<file path="src/rtl/power_pkg.sv">
// Shared types and constants for the Q10.10 integer-power unit.
package power_pkg;

    localparam int DATA_W    = 20;
    localparam int FRAC_BITS = 10;

    localparam logic [DATA_W-1:0] Q_ONE = 20'h00400;
    localparam logic [DATA_W-1:0] Q_MAX = 20'hFFFFF;

    typedef enum logic [1:0] {
        ST_IDLE    = 2'd0,
        ST_STORE   = 2'd1,
        ST_COMPUTE = 2'd2,
        ST_OUTPUT  = 2'd3
    } state_t;

endpackage

</file>
<file path="src/rtl/q10_mul_sat.sv">
// Combinational fixed-point multiply: truncates the product to the operand
// format and saturates to all-ones on overflow or when overflow is already sticky.
module q10_mul_sat
    import power_pkg::*;
#(
    parameter int W  = DATA_W,
    parameter int FB = FRAC_BITS
) (
    input  logic [W-1:0] a,
    input  logic [W-1:0] b,
    input  logic         ovf_in,
    output logic [W-1:0] r,
    output logic         ovf_out
);

    logic [2*W-1:0] prod;
    logic           high_bits;

    always_comb begin
        prod      = a * b;
        // anything above the retained window means the truncated result does not fit
        high_bits = |prod[2*W-1:W+FB];
        if (ovf_in || high_bits) begin
            r       = {W{1'b1}};
            ovf_out = 1'b1;
        end else begin
            r       = prod[W+FB-1:FB];
            ovf_out = 1'b0;
        end
    end

endmodule

</file>
<file path="src/rtl/power_q10.sv">
// Iterative x^n for unsigned Q10.10 x and 3-bit n: one truncating, saturating
// multiply per cycle, sequenced by a small FSM with registered outputs.
//
// state      | meaning
// ST_IDLE    | waiting for in_valid
// ST_STORE   | capturing operands while in_valid holds; preload acc/cnt
// ST_COMPUTE | one multiply per cycle until the exponent count is spent
// ST_OUTPUT  | present acc/ovf to the output registers for one cycle
module power_q10 #(
    parameter int DATA_W    = power_pkg::DATA_W,
    parameter int FRAC_BITS = power_pkg::FRAC_BITS
) (
    input  logic              clk,
    input  logic              rst,
    input  logic              in_valid,
    input  logic [DATA_W-1:0] in_data_1,
    input  logic [2:0]        in_data_2,
    output logic              out_valid,
    output logic [DATA_W-1:0] out_data,
    output logic              out_ovf
);

    import power_pkg::*;

    localparam logic [DATA_W-1:0] ONE = DATA_W'(1) << FRAC_BITS;

    state_t            state, state_nx;
    logic [DATA_W-1:0] x_q;
    logic [2:0]        n_q;
    logic [DATA_W-1:0] acc;
    logic [2:0]        cnt;
    logic              ovf;

    logic [DATA_W-1:0] mul_r;
    logic              mul_ovf;

    logic              valid_nx;
    logic [DATA_W-1:0] data_nx;
    logic              ovf_nx;

    q10_mul_sat #(
        .W  (DATA_W),
        .FB (FRAC_BITS)
    ) u_mul (
        .a       (acc),
        .b       (x_q),
        .ovf_in  (ovf),
        .r       (mul_r),
        .ovf_out (mul_ovf)
    );

    always_ff @(posedge clk) begin
        if (rst) state <= ST_IDLE;
        else     state <= state_nx;
    end

    always_comb begin
        state_nx = state;
        case (state)
            ST_IDLE:    if (in_valid) state_nx = ST_STORE;
            ST_STORE:   if (!in_valid) state_nx = ST_COMPUTE;
            // cnt<=1 leaves after the final multiply; n=0 still spends one cycle here
            ST_COMPUTE: if (cnt <= 3'd1) state_nx = ST_OUTPUT;
            ST_OUTPUT:  state_nx = ST_IDLE;
            default:    state_nx = ST_IDLE;
        endcase
    end

    always_comb begin
        valid_nx = (state == ST_OUTPUT);
        data_nx  = '0;
        ovf_nx   = 1'b0;
        if (valid_nx) begin
            data_nx = acc;
            ovf_nx  = ovf;
        end
    end

    always_ff @(posedge clk) begin
        if (rst) begin
            x_q <= '0;
            n_q <= '0;
            acc <= '0;
            cnt <= '0;
            ovf <= 1'b0;
        end else begin
            // operands captured on every valid cycle, so the last one wins
            if (in_valid && (state == ST_IDLE || state == ST_STORE)) begin
                x_q <= in_data_1;
                n_q <= in_data_2;
            end
            case (state)
                ST_STORE: begin
                    acc <= ONE;
                    cnt <= n_q;
                    ovf <= 1'b0;
                end
                ST_COMPUTE: begin
                    if (cnt != 3'd0) begin
                        acc <= mul_r;
                        ovf <= mul_ovf;
                        cnt <= cnt - 3'd1;
                    end
                end
                default: ;
            endcase
        end
    end

    always_ff @(posedge clk) begin
        if (rst) begin
            out_valid <= 1'b0;
            out_data  <= '0;
            out_ovf   <= 1'b0;
        end else begin
            out_valid <= valid_nx;
            out_data  <= data_nx;
            out_ovf   <= ovf_nx;
        end
    end

endmodule

</file>
<file path="config.mk">
export PLATFORM = sky130hd
export DESIGN_NAME = power_q10
export DESIGN_NICKNAME = d
export VERILOG_FILES = /design/src/rtl/power_pkg.sv /design/src/rtl/q10_mul_sat.sv /design/src/rtl/power_q10.sv
export SDC_FILE = /design/constraint.sdc
export NUM_CORES = 1
export LEC_CHECK = 0
export CELL_PAD_IN_SITES_DETAIL_PLACEMENT = 0
export CELL_PAD_IN_SITES_GLOBAL_PLACEMENT = 1
export CORE_MARGIN = 5
export CORE_UTILIZATION = 54
export DETAILED_ROUTE_END_ITERATION = 8
export PLACE_DENSITY_LB_ADDON = 0.25
export SLEW_MARGIN = 20
export SYNTH_ARGS = -nofsm -noshare
export SYNTH_HDL_FRONTEND = slang
export SYNTH_HIERARCHICAL = 1
export SYNTH_SLANG_ARGS = --single-unit
</file>
<file path="constraint.sdc">
create_clock -name clk -period 20.3 [get_ports clk]
set_clock_uncertainty 0.15 [all_clocks]
set_input_delay 3.045 -clock clk [delete_from_list [all_inputs] [get_ports clk]]
set_output_delay 3.045 -clock clk [all_outputs]
set_load 0.05 [all_outputs]
</file>
==> out/results.txt <==
largest net degree at the start of global routing = 50
Max-cap violations = 0
Mapped Area = 0.0164 mm^2
final worst-path cycle share = 42.4%
Mapped Cells = 1883
DRC errors left = 0
clk root buf = clkbuf_16
drt pass-1 iters = 5
Pwr Total = 0.532 mW
core area = 0.0298 mm^2
Worst-Skew Late Latency = 0.33 ns
Synth Warn # = 6
DRT iter0 DRCs = 745
Final GP Congestion = 0.894
# nets final = 2357
Critical Path End Type = flop
Post-synth ARST share = 0%
Synth Register Bits = 71
hold_buf cts = 0
peak supply drop = 0.0000953 V
share of post-route cells with drive strength above 1 = 3.39%
first-pass GRT wire length = 70400 um
vias per inst = 5.46
syn nets = 2384
crit start category = flop
ys flop type = dfxtp_1
Multi-input gate area = 0.0132 mm^2
# port buffers = 47
antenna cells = 0
post-route cell area = 0.0174 mm^2
GRT overflow = 0
synthesized area per cell = 8.69 um^2
vias in the first global route = 13286
Longest Clk Path Bufs = 2
HP Class = reg -> reg
Clock Sinks = 71
Post-CTS Resized = 0
DIE AREA = 0.0339 mm^2
worst rel slew slack = 23.1%
RSZ-0062 raised after global routing = no
worst-path fanout max = 22
antenna violations before repair = 1
fill cell count = 2761
postcts setup bufs = 0
Layout area overhead = 6.13%
gr usage total = 26.2%
CTS tree = done
number of enable flip-flop cells after synthesis = 0
chip width = 184 um
CTS Buf Count = 9
Finished Layout Cells = 2251
Initial Util = 54.9%
max frequency = 116 MHz
Top-Level Pins = 48
WP data required = 20.37 ns
CTS H-tree lvls = 3
pwr/cell area = 30.6 mW/mm^2
CP Class = reg -> reg
leakage = 8.86 nW
Hold Fails Final Rpt = 0
Critical Path AT = 8.69 ns
Final Slew Violations = 0
outcome = finished clean
Die Y = 184 um
TNS Setup = 0 ns
DP Area = 0.0171 mm^2
Detailed Place HPWL = 32500 um
Final min period = 8.62 ns
placed cell count = 2235
final setup fails = 0
sequential-to-total area share from yosys stat = 8.69%
Vias = 12280
Reg area = 0.00143 mm^2
Cell variety after synth = 64
Detail Route Antenna Nets = 0
FF-to-FF setup slack = 11.68 ns
final wirelength = 42200 um
Clock transition at path regs = 0.06 ns
Reg2Reg Depth = 25
Slew @ Worst Pin = 1.15 ns
hold path cells = 2
number of cell rows = 63
Avg WL per Cell = 18.7 um
synthesized netlist by cell type (5+ instances only):
master | instances | share of area, %
o21ai_0 | 46 | 1.4
o21a_1 | 11 | 0.50
ha_1 | 156 | 12
a21o_1 | 14 | 0.64
and2_1 | 275 | 11
inv_1 | 358 | 8.2
and3_1 | 5 | 0.19
nand3_1 | 50 | 1.5
nor2_1 | 23 | 0.53
buf_2 | 11 | 0.34
a21oi_1 | 89 | 2.7
fa_1 | 319 | 39
clkbuf_1 | 96 | 2.2
dfxtp_1 | 71 | 8.7
xor2_1 | 9 | 0.48
xnor2_1 | 17 | 0.91
nor3_1 | 6 | 0.18
nor2b_1 | 5 | 0.19
nand2b_1 | 5 | 0.19
nand2_1 | 232 | 5.3
nand4_1 | 8 | 0.31
o211ai_1 | 6 | 0.28
logic make-up (layout without fill, tap and decap cells):
family                   Yosys count  in the layout  share of synthesized area, %
AND/OR/NAND/NOR                  628            628                          19.9
buffers and inverters            472            450                          11.0
AO/OA/AOI/OAI                    208            208                          7.91
XOR/XNOR                          26             26                          1.39
flip-flops                        71             71                          8.69
adder cells (fa/ha/maj)          475            475                          51.0
multiplexers                       3              3                         0.191
sequential cells by signal (all words and copies together) (netlist names):
name / flops
x_q: 20
ovf: 1
out_ovf: 1
out_data: 20
state: 2
cnt: 3
acc: 20
out_valid: 1
n_q: 3
where the power goes:
| group | switching (mW) | total (mW) | internal (mW) |
|---|---|---|---|
| clock | 0.0625 | 0.146 | 0.0831 |
| sequential | 0.0396 | 0.192 | 0.152 |
| combinational | 0.133 | 0.194 | 0.0614 |
| total | 0.235 | 0.532 | 0.297 |
final timing paths:
| check | from | to |
|---|---|---|
| worst min register to register | x_q[6] | x_q[6] |
| worst max-delay path | acc[10] | acc[10] |
| worst min-delay path | x_q[6] | x_q[6] |
| worst max register to register | acc[10] | acc[10] |
cells in the final DEF (no fill, tap or decap), types with 5 or more instances in the layout:
master,instances
nand2_1,232
clkdlybuf4s50_1,46
and3_1,5
xnor2_1,17
xor2_1,9
fa_1,319
dfxtp_1,68
a21oi_1,89
nor2b_1,5
o211ai_1,6
nor2_1,23
nand3_1,50
inv_1,358
nand2b_1,5
nand4_1,8
buf_4,29
o21ai_0,46
o21a_1,11
and2_1,275
clkbuf_16,9
nor3_1,6
ha_1,156
a21o_1,14
through the flow:
step / hold WS (ns) / setup slack, ns / utilization (%)
finish: 0.305 / 11.68 / 58.3
global route: 0.330 / 11.13 / 58.3
CTS: 0.307 / 11.52 / 58.3
detailed placement: 0.298 / 11.55 / 57.3
global placement: 0.295 / 11.77 / 57.3
floorplan: 0.286 / 13.26 / -
routing by layer:
layer  wire length, um  share of wire [%]  GRT usage [%]  up-vias
met2             21100                 50           45.8      295
met3              1890                4.5           2.08       56
met1             18100                 43           35.7     6249
li1                  -                  -              -     5680
met4              1040                2.5           6.57        0
met5                 0                  0              0        -
critical path, stage by stage (launching register included):
cell	delay, ns
dfxtp_1	1.07
and2_1	0.26
fa_1	0.41
inv_1	0.08
fa_1	0.41
fa_1	0.53
inv_1	0.06
fa_1	0.57
fa_1	0.45
fa_1	0.55
inv_1	0.06
fa_1	0.47
inv_1	0.04
ha_1	0.36
a21oi_1	0.27
o21ai_0	0.20
a2111oi_0	0.52
o41ai_1	0.13
a31o_2	0.26
a41oi_1	0.26
xor2_1	0.16
o2111a_1	0.73
nand3_1	0.15
inv_1	0.09
a31oi_1	0.08
o21a_1	0.15
final cells by class:
cell class | instances | share of cell area [%]
Clock buffer | 10 | 1.32
Clock inverter | 6 | 0.259
Inverter | 358 | 7.74
Multi-Input combinational cell | 1340 | 75.7
Sequential cell | 71 | 8.21
Tap cell | 390 | 2.81
Timing Repair Buffer | 76 | 3.93
Note: power is estimated with default switching activity, not from simulation.
